<file path="config.mk">
export PLATFORM = sky130hd
export DESIGN_NAME = regfile_writeback_arbiter
export DESIGN_NICKNAME = d
export VERILOG_FILES = /design/src/rtl/regfile_writeback_arbiter_pkg.sv /design/src/rtl/regfile_writeback_arbiter_rr_arbiter.sv /design/src/rtl/regfile_writeback_arbiter.sv
export SDC_FILE = /design/constraint.sdc
export NUM_CORES = 1
export LEC_CHECK = 0
export BUFFER_PORTS_ARGS = -buffer_cell sky130_fd_sc_hd__buf_2
export CELL_PAD_IN_SITES_DETAIL_PLACEMENT = 1
export CELL_PAD_IN_SITES_GLOBAL_PLACEMENT = 2
export CORE_ASPECT_RATIO = 1.1
export CORE_MARGIN = 2
export CORE_UTILIZATION = 30
export DETAILED_ROUTE_END_ITERATION = 10
export PLACE_DENSITY_LB_ADDON = 0.1
export SYNTH_ARGS = -nofsm -noshare
export SYNTH_HDL_FRONTEND = slang
export SYNTH_SLANG_ARGS = --single-unit
</file>
<file path="constraint.sdc">
create_clock -name clk -period 5.81 [get_ports clk]
set_input_delay 1.162 -clock clk [delete_from_list [all_inputs] [get_ports clk]]
set_output_delay 1.162 -clock clk [all_outputs]
set_load 0.02 [all_outputs]
</file>
<file path="src/rtl/regfile_writeback_arbiter_pkg.sv">
// Shared defaults and helpers for the register-file writeback arbiter.
// Every other file in this slice imports this package.
package regfile_writeback_arbiter_pkg;

    localparam int NUM_REQ_DEF = 3;
    localparam int XLEN_DEF    = 32;
    localparam int ADDR_W_DEF  = 5;

    // Round-robin index arithmetic; used by the arbiter search and the pointer update.
    function automatic int wrap_idx(input int i, input int n);
        return i % n;
    endfunction

endpackage

</file>
<file path="src/rtl/regfile_writeback_arbiter_rr_arbiter.sv">
// Combinational round-robin arbiter: search starts at ptr and wraps modulo N.
// Produces a one-hot grant, the granted index and an any-grant flag.
module rr_arbiter
    import regfile_writeback_arbiter_pkg::*;
#(
    parameter  int N     = 3,
    localparam int IDX_W = $clog2(N)
) (
    input  logic [N-1:0]     req,
    input  logic [IDX_W-1:0] ptr,
    output logic [N-1:0]     grant,
    output logic [IDX_W-1:0] grant_idx,
    output logic             any_grant
);

    always_comb begin
        grant     = '0;
        grant_idx = '0;
        any_grant = 1'b0;
        for (int k = 0; k < N; k++) begin
            if (!any_grant && req[wrap_idx(int'(ptr) + k, N)]) begin
                grant[wrap_idx(int'(ptr) + k, N)] = 1'b1;
                grant_idx = IDX_W'(wrap_idx(int'(ptr) + k, N));
                any_grant = 1'b1;
            end
        end
    end

endmodule

</file>
<file path="src/rtl/regfile_writeback_arbiter.sv">
// Shares the register file write port among NUM_REQ writeback sources and
// tracks outstanding destinations in a busy scoreboard queried by decode.
module regfile_writeback_arbiter
    import regfile_writeback_arbiter_pkg::*;
#(
    parameter  int NUM_REQ   = NUM_REQ_DEF,
    parameter  int XLEN      = XLEN_DEF,
    parameter  int ADDR_W    = ADDR_W_DEF,
    parameter  int ZERO_HARD = 1,
    localparam int IDX_W     = $clog2(NUM_REQ),
    localparam int NUM_REGS  = 2 ** ADDR_W
) (
    input  logic                      clk,
    input  logic                      rst_n,
    input  logic [NUM_REQ-1:0]        req_valid,
    output logic [NUM_REQ-1:0]        req_ready,
    input  logic [NUM_REQ*ADDR_W-1:0] req_addr,
    input  logic [NUM_REQ*XLEN-1:0]   req_data,
    input  logic                      rsv_valid,
    input  logic [ADDR_W-1:0]         rsv_addr,
    input  logic [ADDR_W-1:0]         query_addr_0,
    input  logic [ADDR_W-1:0]         query_addr_1,
    output logic                      query_busy_0,
    output logic                      query_busy_1,
    output logic                      wb_write_enable,
    output logic [ADDR_W-1:0]         wb_write_address,
    output logic [XLEN-1:0]           wb_write_data
);

    logic [NUM_REQ-1:0]  grant;
    logic [IDX_W-1:0]    grant_idx;
    logic [IDX_W-1:0]    rr_ptr;
    logic                any_grant;
    logic [ADDR_W-1:0]   sel_addr;
    logic [XLEN-1:0]     sel_data;
    logic                zero_hit;
    logic [NUM_REGS-1:0] busy;
    logic [NUM_REGS-1:0] busy_next;

    rr_arbiter #(.N(NUM_REQ)) u_rr_arbiter (
        .req       (req_valid),
        .ptr       (rr_ptr),
        .grant     (grant),
        .grant_idx (grant_idx),
        .any_grant (any_grant)
    );

    assign req_ready = grant;

    // Grant is one-hot, so OR-ing the masked slices selects the winner.
    always_comb begin
        sel_addr = '0;
        sel_data = '0;
        for (int i = 0; i < NUM_REQ; i++) begin
            if (grant[i]) begin
                sel_addr = sel_addr | req_addr[i*ADDR_W +: ADDR_W];
                sel_data = sel_data | req_data[i*XLEN +: XLEN];
            end
        end
    end

    assign zero_hit = (ZERO_HARD != 0) && (sel_addr == '0);

    always_ff @(posedge clk or negedge rst_n) begin
        if (!rst_n) begin
            rr_ptr <= '0;
        end else if (any_grant) begin
            rr_ptr <= IDX_W'(wrap_idx(int'(grant_idx) + 1, NUM_REQ));
        end
    end

    always_ff @(posedge clk or negedge rst_n) begin
        if (!rst_n) begin
            wb_write_enable  <= 1'b0;
            wb_write_address <= '0;
            wb_write_data    <= '0;
        end else begin
            wb_write_enable <= any_grant && !zero_hit;
            if (any_grant) begin
                wb_write_address <= sel_addr;
                wb_write_data    <= sel_data;
            end
        end
    end

    // Reserve is applied after the commit clear so a newer producer keeps ownership.
    always_comb begin
        busy_next = busy;
        if (wb_write_enable) begin
            busy_next[wb_write_address] = 1'b0;
        end
        if (rsv_valid) begin
            busy_next[rsv_addr] = 1'b1;
        end
        if (ZERO_HARD != 0) begin
            busy_next[0] = 1'b0;
        end
    end

    always_ff @(posedge clk or negedge rst_n) begin
        if (!rst_n) begin
            busy <= '0;
        end else begin
            busy <= busy_next;
        end
    end

    assign query_busy_0 = busy[query_addr_0] && !((ZERO_HARD != 0) && (query_addr_0 == '0));
    assign query_busy_1 = busy[query_addr_1] && !((ZERO_HARD != 0) && (query_addr_1 == '0));

endmodule
</file>
[Word-level counts from Yosys, hierarchy flattened]
Cells that the tools add are included.
Storage, ports and cells
  memories kept: 0
  logic and storage cells: 91
  bits in writable memories: 0
  output and inout bits: 43
  ROM bits: 0
  bits of input ports: 132
  bits in registers: 71
  bits in latches: 0
Cells by class
  reductions and logical operators: 18
  shift operators: 0
  mux-type cells: 40
  equality and inequality tests: 0
  $add $sub $neg: 3
  bitwise operators: 9
  multiply operators: 0
  $lt $le $gt $ge: 12
  divide/modulo/power cells: 4
Operators by type and width (count)
  $mux W32: 5
  $ge A32 B1 Y1 const B: 3
  $lt A32 B4 Y1 const B: 3
  $mod A32 B3 Y32 const B: 3
  $or A32 B32 Y32: 3
  $and A32 B32 Y32: 1
  $mod A3 B3 Y32 const B: 1
  $not A32 Y32: 1
  $lt A5 B6 Y1 const B: 4
  $mux W1: 16
  $logic_not A5 Y1: 3
  $mux W5: 3
  $bmux W1 S5: 2
  $demux W1 S5: 2
  $ge A5 B1 Y1 const B: 2
  $logic_and A1 B1 Y1: 10
  $or A5 B5 Y5: 2
  $mux W3: 3
  $add A2 B1 Y3 const B: 2
  $bmux W1 S2: 3
  $demux W1 S2: 3
  $mux W2: 3
  $or A3 B3 Y3: 2
  $logic_not A1 Y1: 5
  $add A2 B2 Y3 const B: 1

[Depth between registers and ports, before layout]
Gate-level depths: netlist (run 1).
  depth after elaboration: 19
  gate-level depth with buffers: 11
  gate-level depth less buffers: 9

[Hierarchy]
From an unflattened synthesis (run 1), not the netlist that was laid out.
Unflattened totals
  cells, all modules: 420
  area total of the unflattened synthesis: 4134.0 um^2
By module, submodules not included
  regfile_writeback_arbiter: sequential area each 1776.7 um^2, area each 3772.4 um^2, times used 1, cells each 373
  rr_arbiter: sequential area each 0.0 um^2, area each 361.6 um^2, times used 1, cells each 47

[Worst setup path before layout (run 1)]
OpenSTA, ideal clock, no wires.
  path kind: input -> output
  from: input port query_addr_0[0]
  to: output port query_busy_0
  slack: 1.970 ns
  required time: 4.648 ns
  data arrival time: 2.678 ns
  stages on the path: 4
  path buffers: 1
  cell sequence: buf_2 > mux4_2 > mux4_2 > mux2_2
On the way
  word-level cells in the longest chain between the ends: 3
  elaborated cells between the ends (all ways): 5
  those cells by class: 2 x mux; 3 x reduce/logical
RTL lines
  start: declaration: line regfile_writeback_arbiter.sv:21  | input logic [ADDR_W-1:0] query_addr_0,
  $bmux W1 S5 or $logic_not A5 Y1 (tied branches): line regfile_writeback_arbiter.sv:108  | assign query_busy_0 = busy[query_addr_0] && !((ZERO_HARD != 0) && (query_addr_0 == '0));
  $mux W1 (not written as such) or $logic_not A1 Y1 (tied branches): line regfile_writeback_arbiter.sv:108
  $logic_and A1 B1 Y1 *: line regfile_writeback_arbiter.sv:108
  end: declaration: line regfile_writeback_arbiter.sv:23  | output logic query_busy_0,
Mark *: on every way between the ends. The rest lies on a longest branch, timed or not. The select of a mux whose other input is x is not followed.

[Final worst setup path (run 1)]
Same ends and word-level chain as after synthesis.

==> results of run 1 <==
-- stage by stage --
step	instance area (um2)	util	worst slack [ps]	hold slack [ps]
finish	5380	0.407	1770	521
global route	5380	0.407	1710	569
detailed placement	5040	0.382	1740	516
CTS	5380	0.407	1740	530
global placement	5040	0.382	1800	502
floorplan	4070	-	1970	481
-- cell families (layout without fill, tap and decap cells) --
kind of cell	Yosys count	in the layout
mux	26	26
fa+ha+maj	5	5
buf+inv	30	199
compound gates	151	151
flops	71	71
simple gates	125	125
-- metal layers --
layer | wire, um | GRT usage | vias to the layer above
met4 | 220 | 0.0645 | 2
met2 | 7580 | 0.368 | 130
met5 | 13 | 0 | -
met3 | 904 | 0.0558 | 21
met1 | 6090 | 0.251 | 2048
li1 | - | - | 1869
-- worst paths after layout --
| check | cells after the start | slack [ps] | endpoint |
|---|---|---|---|
| worst max-delay path | 5 | 1770 | query_busy_0 |
| worst min-delay path | 2 | 520 | wb_write_data[20]$_DFFE_PN0P_ |
| worst max register to register | 9 | 3110 | wb_write_enable$_DFF_PN0_ |
| worst min register to register | 2 | 520 | wb_write_data[20]$_DFFE_PN0P_ |
| max in group asynchronous | 1 | 4230 | busy[9]$_DFF_PN0_ |
| min in group asynchronous | 1 | 970 | busy[18]$_DFF_PN0_ |
-- power breakdown --
group	leakage (nW)	total [W]	internal, W	switching, W
registers	0.832	0.000966	0.000762	0.000204
clock network	0.166	0.000627	0.000419	0.000209
logic	1.41	0.00181	0.000700	0.00111
-- state kept, by name, summed over array words and instances (netlist names) --
name              count
busy                 31
rr_ptr                2
wb_write_address      5
wb_write_data        32
wb_write_enable       1
-- cells in the mapped netlist (all sizes together) --
| library cell | n |
|---|---|
| or4 | 1 |
| nand4 | 1 |
| or3b | 4 |
| a221oi | 32 |
| mux4 | 18 |
| a21boi | 1 |
| mux2i | 3 |
| ha | 5 |
| nor3 | 2 |
| nand2 | 53 |
| o21a | 2 |
| o31a | 1 |
| nor3b | 1 |
| clkbuf | 9 |
| nand3b | 14 |
| a222oi | 4 |
| mux2 | 5 |
| or3 | 3 |
| a31oi | 1 |
| buf | 17 |
| or2 | 2 |
| a21oi | 33 |
| o21ai | 70 |
| inv | 4 |
| o31ai | 1 |
| a22oi | 5 |
| o221ai | 1 |
| nor2 | 39 |
| nand3 | 5 |
| dfrtp | 71 |
-- worst max-delay path: cells and delay by family --
kind                   cells  cell delay (ps)
muxes                      3             1310
buffers and inverters      2              410
-- final cells by class --
type | instances | area share
multi-input cells | 307 | 0.397
flip-flops and latches | 71 | 0.330
well taps | 161 | 0.0374
inverters | 4 | 0.00279
clock inverters | 6 | 0.0202
clock buffers | 10 | 0.0426
repair buffers | 179 | 0.169
==> impl_summary.md, run 1 <==
Logic synthesis
The synthesized-area fraction occupied by adder cells is 0.0154. Of the total synthesized cell area, the portion taken by XOR and XNOR cells is 0. The number of cells produced by synthesis is 408.

The portion of the post-synthesis area used by sequential elements is 0.437. Of the total synthesized cell area, the portion taken by AND, OR, NAND and NOR gates is 0.144. The number of distinct standard cells referenced by the synthesized netlist is 37. The dominant combinational cell family by area after synthesis is compound AO/OA/AOI/OAI gates.

The mean area per synthesized cell is 9.97 um2. The number of nets in the synthesized netlist is 545. The synthesis warning total is 0. After synthesis the netlist holds a flip-flop and latch count of 71. The multiplexer fraction of the synthesized cell area is 0.121.

Of the post-synthesis cell area, the dominant cell type holds 0.437. After synthesis, the cell types taking the most area are dfrtp_1 44%, mux4_2 10%, o21ai_0 8.0%. The share of the synthesized area in compound gates (AO/OA/AOI/OAI) came to 0.245. Of all cell types, the one taking the most synthesized area is dfrtp_1.

The netlist area before placement is 0.00407 mm2.

STA
The hold violation count in the final report came to 0. Setup violations remaining at the end of the flow were counted as 0. Dividing the final minimum period by the clock period gives 0.696.

The setup skew after layout is 4.98 ps. At the pin with the least slew margin, the transition time is 930 ps. The headroom to the max-slew limit is 0.380. The minimum period implied by the final worst setup slack is 4040 ps. For the final routed database, the setup TNS stands at 0 ps.

Setup repair after global routing left no endpoint under its margin. The maximum clock frequency is 0.247 GHz. The number of slew-limit violations in the final report came to 0.

Final layout
The combined flip-flop and latch cell area is 0.00178 mm2. The commonest non-fill, non-tap cell in the layout is buf_2. The number of non-filler instances in the completed layout is 738. The total inserted antenna cells is 0. The number of fill cells is 1585. The layout-stage area growth over the synthesis result is 32.3%. The total number of nets in the final design is 709. Summing all multi-input logic gate instances after layout gives 0.00214 mm2. In the layout the commonest cells are 173 x buf_2, 71 x dfrtp_1, 65 x o21ai_0. In the final layout, the share of cells above drive strength 1 is 0.411.

Worst setup path
The kind of start point of the critical path is a primary input. The critical path goes through buf_2 > mux4_2 > mux4_2 > mux2_2 > buf_2. The worst register-to-register path begins at rr_ptr[0]$_DFFE_PN0P_. The maximum net fanout on the critical path is 9. STA puts the critical path data arrival time at 2880 ps.

In this run the worst setup path begins at query_addr_0[0]. At the worst endpoint, the required time is 4650 ps. STA classifies the critical path endpoint as an output pin.

By startpoint and endpoint, the worst setup path is classified as in2out. In this design, the stage delay of the slowest critical-path cell is 550 ps. The highest-delay cell along the critical path is mux4_2.

Route
The average vias per placed instance is 5.51. Dividing the detail-routed wire length by the instance count gives 20.1 um. The remaining design rule violation count is 0. The detailed-route wire length is 14.8 mm. The number of vias after detailed routing is 4070. The detailed router finished its first iteration with 174 violations. The residual antenna-violating net count after detailed routing is 0.

The detailed-router iteration count before antenna repair is 4.

Floorplanning
The width of the chip is 115 um. The floorplan step defined a die boundary enclosing 0.0145 mm2. The total core area is 0.0132 mm2. Row generation in the floorplan step produced 44 rows. Pin placement for this block handled 175 I/O pins.

The die is 126 um tall. The initial utilization of the core area, before any placement, comes to 0.308.

Clocking
The number of sinks driven by the clock tree is 71. The clock tree from TritonCTS is done. The number of clock buffers added by TritonCTS is 9. The post-cts sizing count is 0.

Clock-pin slew was measured on the worst setup and hold paths at 50 ps. The CTS root buffer is clkbuf_16. Clock latency on the worst-skew pair, taken at its later pin, is 330 ps. The longest clock path from root to sink contains 2 buffers. The H-tree generated during clock tree synthesis spans 3 levels. In this run, post-CTS hold repair placed 0 buffers. Once the clock tree was built, the setup fixing pass inserted 0 buffers.

Global routing
The global-route congestion overflow total is 0. The first global-routing pass estimated 23.7 mm of wire. The largest net degree at the start of global routing is 72. The number of antenna violations at the first check in global routing is 1. The number of global-route vias before repair is 4457. Across every metal layer, demand over resource in global routing totals 0.211.

Power
The static leakage power is 2.41 nW. Dividing total power by cell area gives a power density of 633 mW/mm2. The maximum ir drop on the vdd rail is 0.000709 V. The overall power is 0.00341 W.

Flow run
The total of max-cap violations is 0.

Worst hold path
The tightest min-delay check is of the reg2reg type. In this run the most critical hold path is launched from wb_write_data[20]$_DFFE_PN0P_.

Placement
Once placement completed, the tool counted placed cells totaling 722. The final weighted congestion in routability-driven placement is 0.816. Detailed placement finished with a half-perimeter wire length of 10.9 mm. The count of buffers from port buffering is 174.

Run status
The run finished with clean final reports.
(Power assumes the default switching activity.)
==> run 2, diff against run 1 <==
CORE_UTILIZATION = 25   (was 30)
clock period = 3.5 ns   (was 5.81 ns; I/O delays follow)
==> impl_summary.md, run 2 (synthesized netlist as in run 1, its figures left out) <==
Floorplanning
The die outline area is 0.0173 mm2 (+19%). The die height is 138 um (+9.2%). The effective utilization at floorplan is 0.258 (-0.0503). The top-level I/O count is 175 (unchanged). The standard-cell row count is 48 (+9.1%).

The total core area was 0.0158 mm2 (+20%). The width of the chip is 126 um (+9.2%).

Final layout
The total number of nets in the final design came to 712 (+0.42%). Ranked by flip-flop count, first place goes to wb_write_data. The ratio of cells with drive above 1 in the final layout was 0.416 (+0.00477).

The number of fill cells is 1869 (+18%). The number of non-filler instances in the completed layout is 781 (+5.8%). The library cells used most frequently in the layout, excluding fill and tap cells, are 173 x buf_2, 71 x dfrtp_1, 65 x o21ai_0. The layout-stage area growth over the synthesis result is 34.0%. The largest registers in the layout are wb_write_data: 32 flops, busy: 31 flops, wb_write_address: 5 flops.

The number of flip-flops in the largest register is 32 (unchanged). The commonest non-fill, non-tap cell in the layout is buf_2.

Flow run
The total of max-cap violations is 0 (unchanged).

Worst setup path
The reg-to-reg startpoint is rr_ptr[1]$_DFFE_PN0P_. The register-to-register path setup slack is 720 ps (-2390 ps). The maximum net fanout on the critical path is 13 (+4). The worst register-to-register path ends at wb_write_enable$_DFF_PN0_.

The kind of start point of the critical path is a flip-flop. The arrival time reported for the critical path endpoint was 2420 ps (-460 ps). The worst setup path category is reg2out. In this run the worst setup path terminates at req_ready[2]. The cell depth of the worst flop-to-flop path is 9 (unchanged). The element type at the critical path end is an output pin. The required time at the endpoint of the critical path is 2800 ps (-1850 ps). The launch point of the worst path is rr_ptr[0]$_DFFE_PN0P_.

Placement
The cell count after placement came to 764 (+5.8%). The total half-perimeter wirelength after legalization and detailed placement came to 11.9 mm (+9.5%). The final weighted congestion in routability-driven placement is 0.810 (-0.72%). The count of buffers from port buffering is 174 (unchanged).

Route
Signal routing reaches up to met4. The average vias per placed instance is 5.20 (-5.6%). The violation count after the first detailed-routing iteration came to 142 (-18%). The number of vias after detailed routing is 4064 (-0.15%).

The met3 routed wirelength is 1.10 mm (+22%). The met2 wire length is 8.06 mm (+6.3%). The detailed-router iteration count before antenna repair is 4 (unchanged).

The detailed-route wire length was 15.6 mm (+5.3%). The residual antenna-violating net count after detailed routing is 0 (unchanged). The detailed-route wire length per cell came to 20.0 um (-0.50%). The remaining design rule violation count is 0 (unchanged). The met1 wire length is 6.15 mm (+1.1%).

Global routing
The global-route congestion overflow total is 0 (unchanged). The number of global-route vias before repair came to 4497 (+0.90%). The wire length of the first global-routing pass is 25.1 mm (+6.0%).

The number of antenna violations at the first check in global routing is 1 (unchanged). The largest net degree at the start of global routing is 72 (unchanged). The combined global-route utilization of all metal layers is 0.188 (-0.0223).

Clocking
The quantity of hold-fixing buffers added after cts is 0 (unchanged). The clock latency reported for the late side of the worst-skew pair is 350 ps (+20 ps). TritonCTS built the clock tree. The number of clock buffers inserted by TritonCTS is 9 (unchanged). The buffer count from post-CTS setup fixing came to 0 (unchanged).

The clock-pin slew on the worst setup and hold paths is 60 ps (about the same). The post-cts sizing count was 0 (unchanged). The number of sinks driven by the clock tree is 71 (unchanged). The CTS H-tree depth is 3 (unchanged). The cell sitting at the root of the clock tree is a clkbuf_16. The number of buffers on the longest clock path is 2 (unchanged).

Power
The static leakage power is 2.41 nW (about the same). The power density over cell area is 1040 mW/mm2 (+65%). The maximum ir drop on the vdd rail is 0.000328 V (-54%).

Worst hold path
The worst hold path belongs to the class in2async.

STA
The total negative slack for setup checks came to 0 ps (unchanged). Setup repair after global routing left no endpoint under its margin. Static timing analysis puts the maximum clock frequency at 0.320 GHz. The smallest clock period supported by the final layout is computed as 3120 ps. The slew at the pin with the worst max-slew slack is 969 ps (+38.9 ps). Dividing the final minimum period by the clock period gives 0.892. The setup skew after layout was 6.16 ps (+1.17 ps). The number of slew-limit violations in the final report is 0 (unchanged). The number of failing setup endpoints in the final timing report is 0 (unchanged). The hold violation count in the final report is 0 (unchanged). The headroom to the max-slew limit came to 0.354 (-0.0259).

Run status
The run finished with clean final reports.
-- run 2: worst max-delay path, cell delays in order (launching register included) --
cell      delay (ps)
dfrtp_1          380
inv_1             90
ha_1             440
nand3b_1         130
o21a_1           170
a31oi_1          250
o31a_2           380
buf_2            230
-- run 2: through the flow --
| step | power [W] | instance area [um2] | util | hold WS, ps | setup WS (ps) |
|---|---|---|---|---|---|
| after floorplan | 0.00369 | 4070 | - | 404 | 584 |
| after global placement | 0.00466 | 5130 | 0.325 | 504 | 398 |
| after detailed placement | 0.00476 | 5130 | 0.325 | 511 | 357 |
| after CTS | 0.00580 | 5450 | 0.345 | 525 | 359 |
| after global routing | 0.00620 | 5450 | 0.345 | 549 | 260 |
| final | 0.00569 | 5450 | 0.345 | 480 | 379 |
-- run 2: worst min path at each step --
stage	from	end	cells after the start
6_report	rst_n	busy[22]$_DFF_PN0_	1
5_1_grt	wb_write_data[12]$_DFFE_PN0P_	wb_write_data[12]$_DFFE_PN0P_	2
4_1_cts	wb_write_data[8]$_DFFE_PN0P_	wb_write_data[8]$_DFFE_PN0P_	2
3_5_place_dp	wb_write_data[8]$_DFFE_PN0P_	wb_write_data[8]$_DFFE_PN0P_	2
3_3_place_gp	wb_write_data[27]$_DFFE_PN0P_	wb_write_data[27]$_DFFE_PN0P_	2
2_1_floorplan	rst_n	busy[10]$_DFF_PN0_	0
-- run 2: per-layer routing --
metal / global-route usage / up-vias
li1: - / 1878
met1: 0.219 / 2031
met2: 0.326 / 136
met3: 0.0645 / 19
met4: 0.0642 / 0
met5: 0 / -
-- run 2: layout make-up --
| class | instances | area [um2] | share of cell area |
|---|---|---|---|
| diodes | 1 | 2.50 | 0.000459 |
| clock buffers | 9 | 225 | 0.0413 |
| clock inverters | 7 | 96.3 | 0.0177 |
| inverters | 4 | 15.0 | 0.00275 |
| multi-input cells | 307 | 2140 | 0.392 |
| flip-flops and latches | 71 | 1780 | 0.326 |
| well taps | 200 | 250 | 0.0459 |
| repair buffers | 182 | 946 | 0.174 |
-- run 2: report_power, final --
group	switching, W	leakage (nW)	internal, W	total, W
combinational	0.00184	1.43	0.00121	0.00306
sequential	0.000359	0.832	0.00126	0.00162
clock	0.000386	0.148	0.000625	0.00101
total	0.00259	2.41	0.00310	0.00569
==> run 3, diff against run 2 <==
PLACE_DENSITY = 0.8   (was unset)
PLACE_DENSITY_LB_ADDON = unset   (was 0.1)
==> impl_summary.md, run 3 (synthesized netlist as in run 1, its figures left out) <==
Flow run
The total of max-cap violations came to 0 (unchanged).

STA
The number of slew-limit violations in the final report came to 0 (unchanged). The minimum period implied by the final worst setup slack is 3160 ps (+36.5 ps). The total negative slack for setup checks is 0 ps (unchanged).

The maximum clock frequency was 0.317 GHz (-1.2%). The slew at the pin with the worst max-slew slack came to 963 ps (-6.22 ps). The hold violation count in the final report is 0 (unchanged). The setup skew after layout came to 12.3 ps (+6.15 ps). The headroom to the max-slew limit is 0.358 (+0.00415). The worst hold slack is 521 ps (+41.0 ps). The number of failing setup endpoints in the final timing report is 0 (unchanged).

The post-route clock period utilization is 0.902 (+0.0104). Setup repair after global routing left no endpoint under its margin.

Worst setup path
The required time at the endpoint of the critical path is 2800 ps (about the same). The largest individual stage delay along the critical path comes from the cell mux4_2. The worst setup path category is in2out. The number of buffer and inverter instances along the worst setup path came to 2 (unchanged). The cell depth of the worst flop-to-flop path came to 10 (+1). Walking the worst path, the cells encountered are buf_2 > mux4_2 > mux4_2 > mux2_2 > buf_2. The maximum net fanout on the critical path is 9 (-4). The delay of the slowest cell on the worst path came to 560 ps (+120 ps). The family with the most delay on the worst path is multiplexers. The register-to-register path setup slack is 700 ps (-20 ps). The arrival time reported for the critical path endpoint is 2460 ps (+40 ps). The reg-to-reg startpoint is rr_ptr[0]$_DFFE_PN0P_.

The worst setup path is captured at an output pin. In this run the critical register-to-register path is captured at wb_write_data[9]$_DFFE_PN0P_. STA classifies the critical path startpoint as a primary input.

Floorplanning
The effective utilization at floorplan is 0.258 (unchanged). The top-level I/O count is 175 (unchanged). The die height is 138 um (unchanged). The die outline area came to 0.0173 mm2 (unchanged). The total core area is 0.0158 mm2 (unchanged).

The width of the chip was 126 um (unchanged). The standard-cell row count came to 48 (unchanged).

Power
The relative contribution of the clock network to total power was 0.168 (-0.010). The static leakage power was 2.40 nW (-0.21%). The power density over cell area was 1030 mW/mm2 (-1.5%). The switching share of power is 0.469 (+0.0139). The internal power consumption is 0.00296 W (-4.7%). The fraction of power consumed by combinational cells was 0.543 (+0.006).

The share of power burned in registers is 0.289 (+0.004). The maximum ir drop on the vdd rail is 0.000475 V (+45%). The switching power is 0.00261 W (+0.77%).

Final layout
In the final layout, the registers with the most flip-flops are wb_write_data: 32 flops, busy: 31 flops, wb_write_address: 5 flops. Counting flops per register, the top entry is wb_write_data. Leaving out fill and tap cells, the most frequent cell in the layout is buf_2. The combined flip-flop and latch cell area was 0.00178 mm2 (unchanged). The total number of nets in the final design is 712 (unchanged). The number of flip-flops in the largest register is 32 (unchanged). The number of fill cells is 1905 (+1.9%). The multi-input logic area came to 0.00214 mm2 (unchanged). The total inserted antenna cells is 0 (-1). The layout-stage area growth over the synthesis result is 33.0%. The ratio of cells with drive above 1 in the final layout came to 0.416 (unchanged).

The design area came to 0.00541 mm2 (-0.73%). In the layout the commonest cells are 174 x buf_2, 71 x dfrtp_1, 65 x o21ai_0.

Route
The detailed-route wire length was 14.7 mm (-5.5%). The residual antenna-violating net count after detailed routing is 0 (unchanged). The violation count after the first detailed-routing iteration was 153 (+7.7%).

The detailed-route wire length per cell came to 18.9 um (-5.4%). The detailed-router iteration count before antenna repair was 4 (unchanged). The number of vias after detailed routing is 4070 (+0.15%). The remaining design rule violation count is 0 (unchanged). The average vias per placed instance is 5.22 (+0.28%).

Clocking
The clock-pin slew on the worst setup and hold paths is 70 ps (about the same). The number of sinks driven by the clock tree was 71 (unchanged). The CTS root buffer is clkbuf_16. The buffer count from post-CTS setup fixing is 0 (unchanged). The number of buffers on the longest clock path is 2 (unchanged). The clock latency reported for the late side of the worst-skew pair is 350 ps (about the same).

The clock tree from TritonCTS is done. The CTS H-tree depth is 3 (unchanged). The number of clock buffers inserted by TritonCTS is 9 (unchanged). The quantity of hold-fixing buffers added after cts is 0 (unchanged). The post-cts sizing count is 0 (unchanged).

Worst hold path
In this run the worst hold path is classified as reg2reg. The worst-case hold path end point is wb_write_data[6]$_DFFE_PN0P_. The worst hold path begins at wb_write_data[6]$_DFFE_PN0P_.

The worst hold path depth is 2.

Placement
The instance area at placement came to 0.00511 mm2 (-0.29%). The count of buffers from port buffering is 174 (unchanged). The final weighted congestion in routability-driven placement is 0.807 (-0.28%). The total half-perimeter wirelength after legalization and detailed placement is 11.1 mm (-6.4%).

Global routing
The number of antenna violations at the first check in global routing was 0 (-1). The largest net degree at the start of global routing is 72 (unchanged). The number of global-route vias before repair is 4461 (-0.80%).

The wire length of the first global-routing pass is 23.6 mm (-5.9%). The global-route congestion overflow total is 0 (unchanged). The combined global-route utilization of all metal layers was 0.173 (-0.0150).

Run status
The flow ran to the end, and the final reports show no timing, DRC or antenna violations.
[run 3: changes by cell type in the layout (fill, tap and decap cells not counted), sizes merged]
cell and delta:
inv +4, clkinvlp -3, bufinv -2, clkinv +1
diode -1
[run 3: layer usage]
layer  share of wire  global-route usage  vias up
li1                -                   -     1876
met1            0.41               0.208     2026
met2            0.50               0.294      145
met3           0.066              0.0536       23
met4           0.024              0.0648        0
met5               0                   0        -
[run 3: power groups by stage]
stage / registers, W / logic, W / clock network [W]
finish: 0.00161 / 0.00302 / 0.000937
global route: 0.00167 / 0.00333 / 0.000998
CTS: 0.00161 / 0.00306 / 0.000959
detailed placement: 0.00162 / 0.00305 / 0
global placement: 0.00160 / 0.00293 / 0
floorplan: 0.00175 / 0.00194 / 0
[run 3: worst max-delay path by stage]
stage,to,startpoint,slack [ps],cells after the start
after global routing,req_ready[2],rr_ptr[0]$_DFFE_PN0P_,180,7
after detailed placement,query_busy_0,query_addr_0[0],330,5
final,query_busy_0,query_addr_0[0],340,5
after floorplan,query_busy_0,query_addr_0[0],580,4
after CTS,query_busy_0,query_addr_0[0],330,5
after global placement,query_busy_0,query_addr_0[0],420,5
[run 3: tightest hold or removal path, delay by kind of cell (launching register included)]
family,cells,cell delay (ps)
AND/OR/NAND/NOR,1,50
flip-flops,1,340
AO/OA/AOI/OAI,1,100
[run 3: final cells by class]
type,count,area share
clock inverters,7,0.0136
multi-input cells,307,0.395
flip-flops and latches,71,0.328
clock buffers,9,0.0416
well taps,200,0.0463
inverters,4,0.00278
repair buffers,182,0.172
[run 3: stage by stage]
stage / utilization / setup slack, ps / cells / total power, W
floorplan: - / 584 / 408 / 0.00369
global placement: 0.324 / 419 / 764 / 0.00453
detailed placement: 0.324 / 328 / 764 / 0.00466
CTS: 0.343 / 326 / 780 / 0.00563
global route: 0.343 / 182 / 780 / 0.00600
finish: 0.343 / 343 / 780 / 0.00557
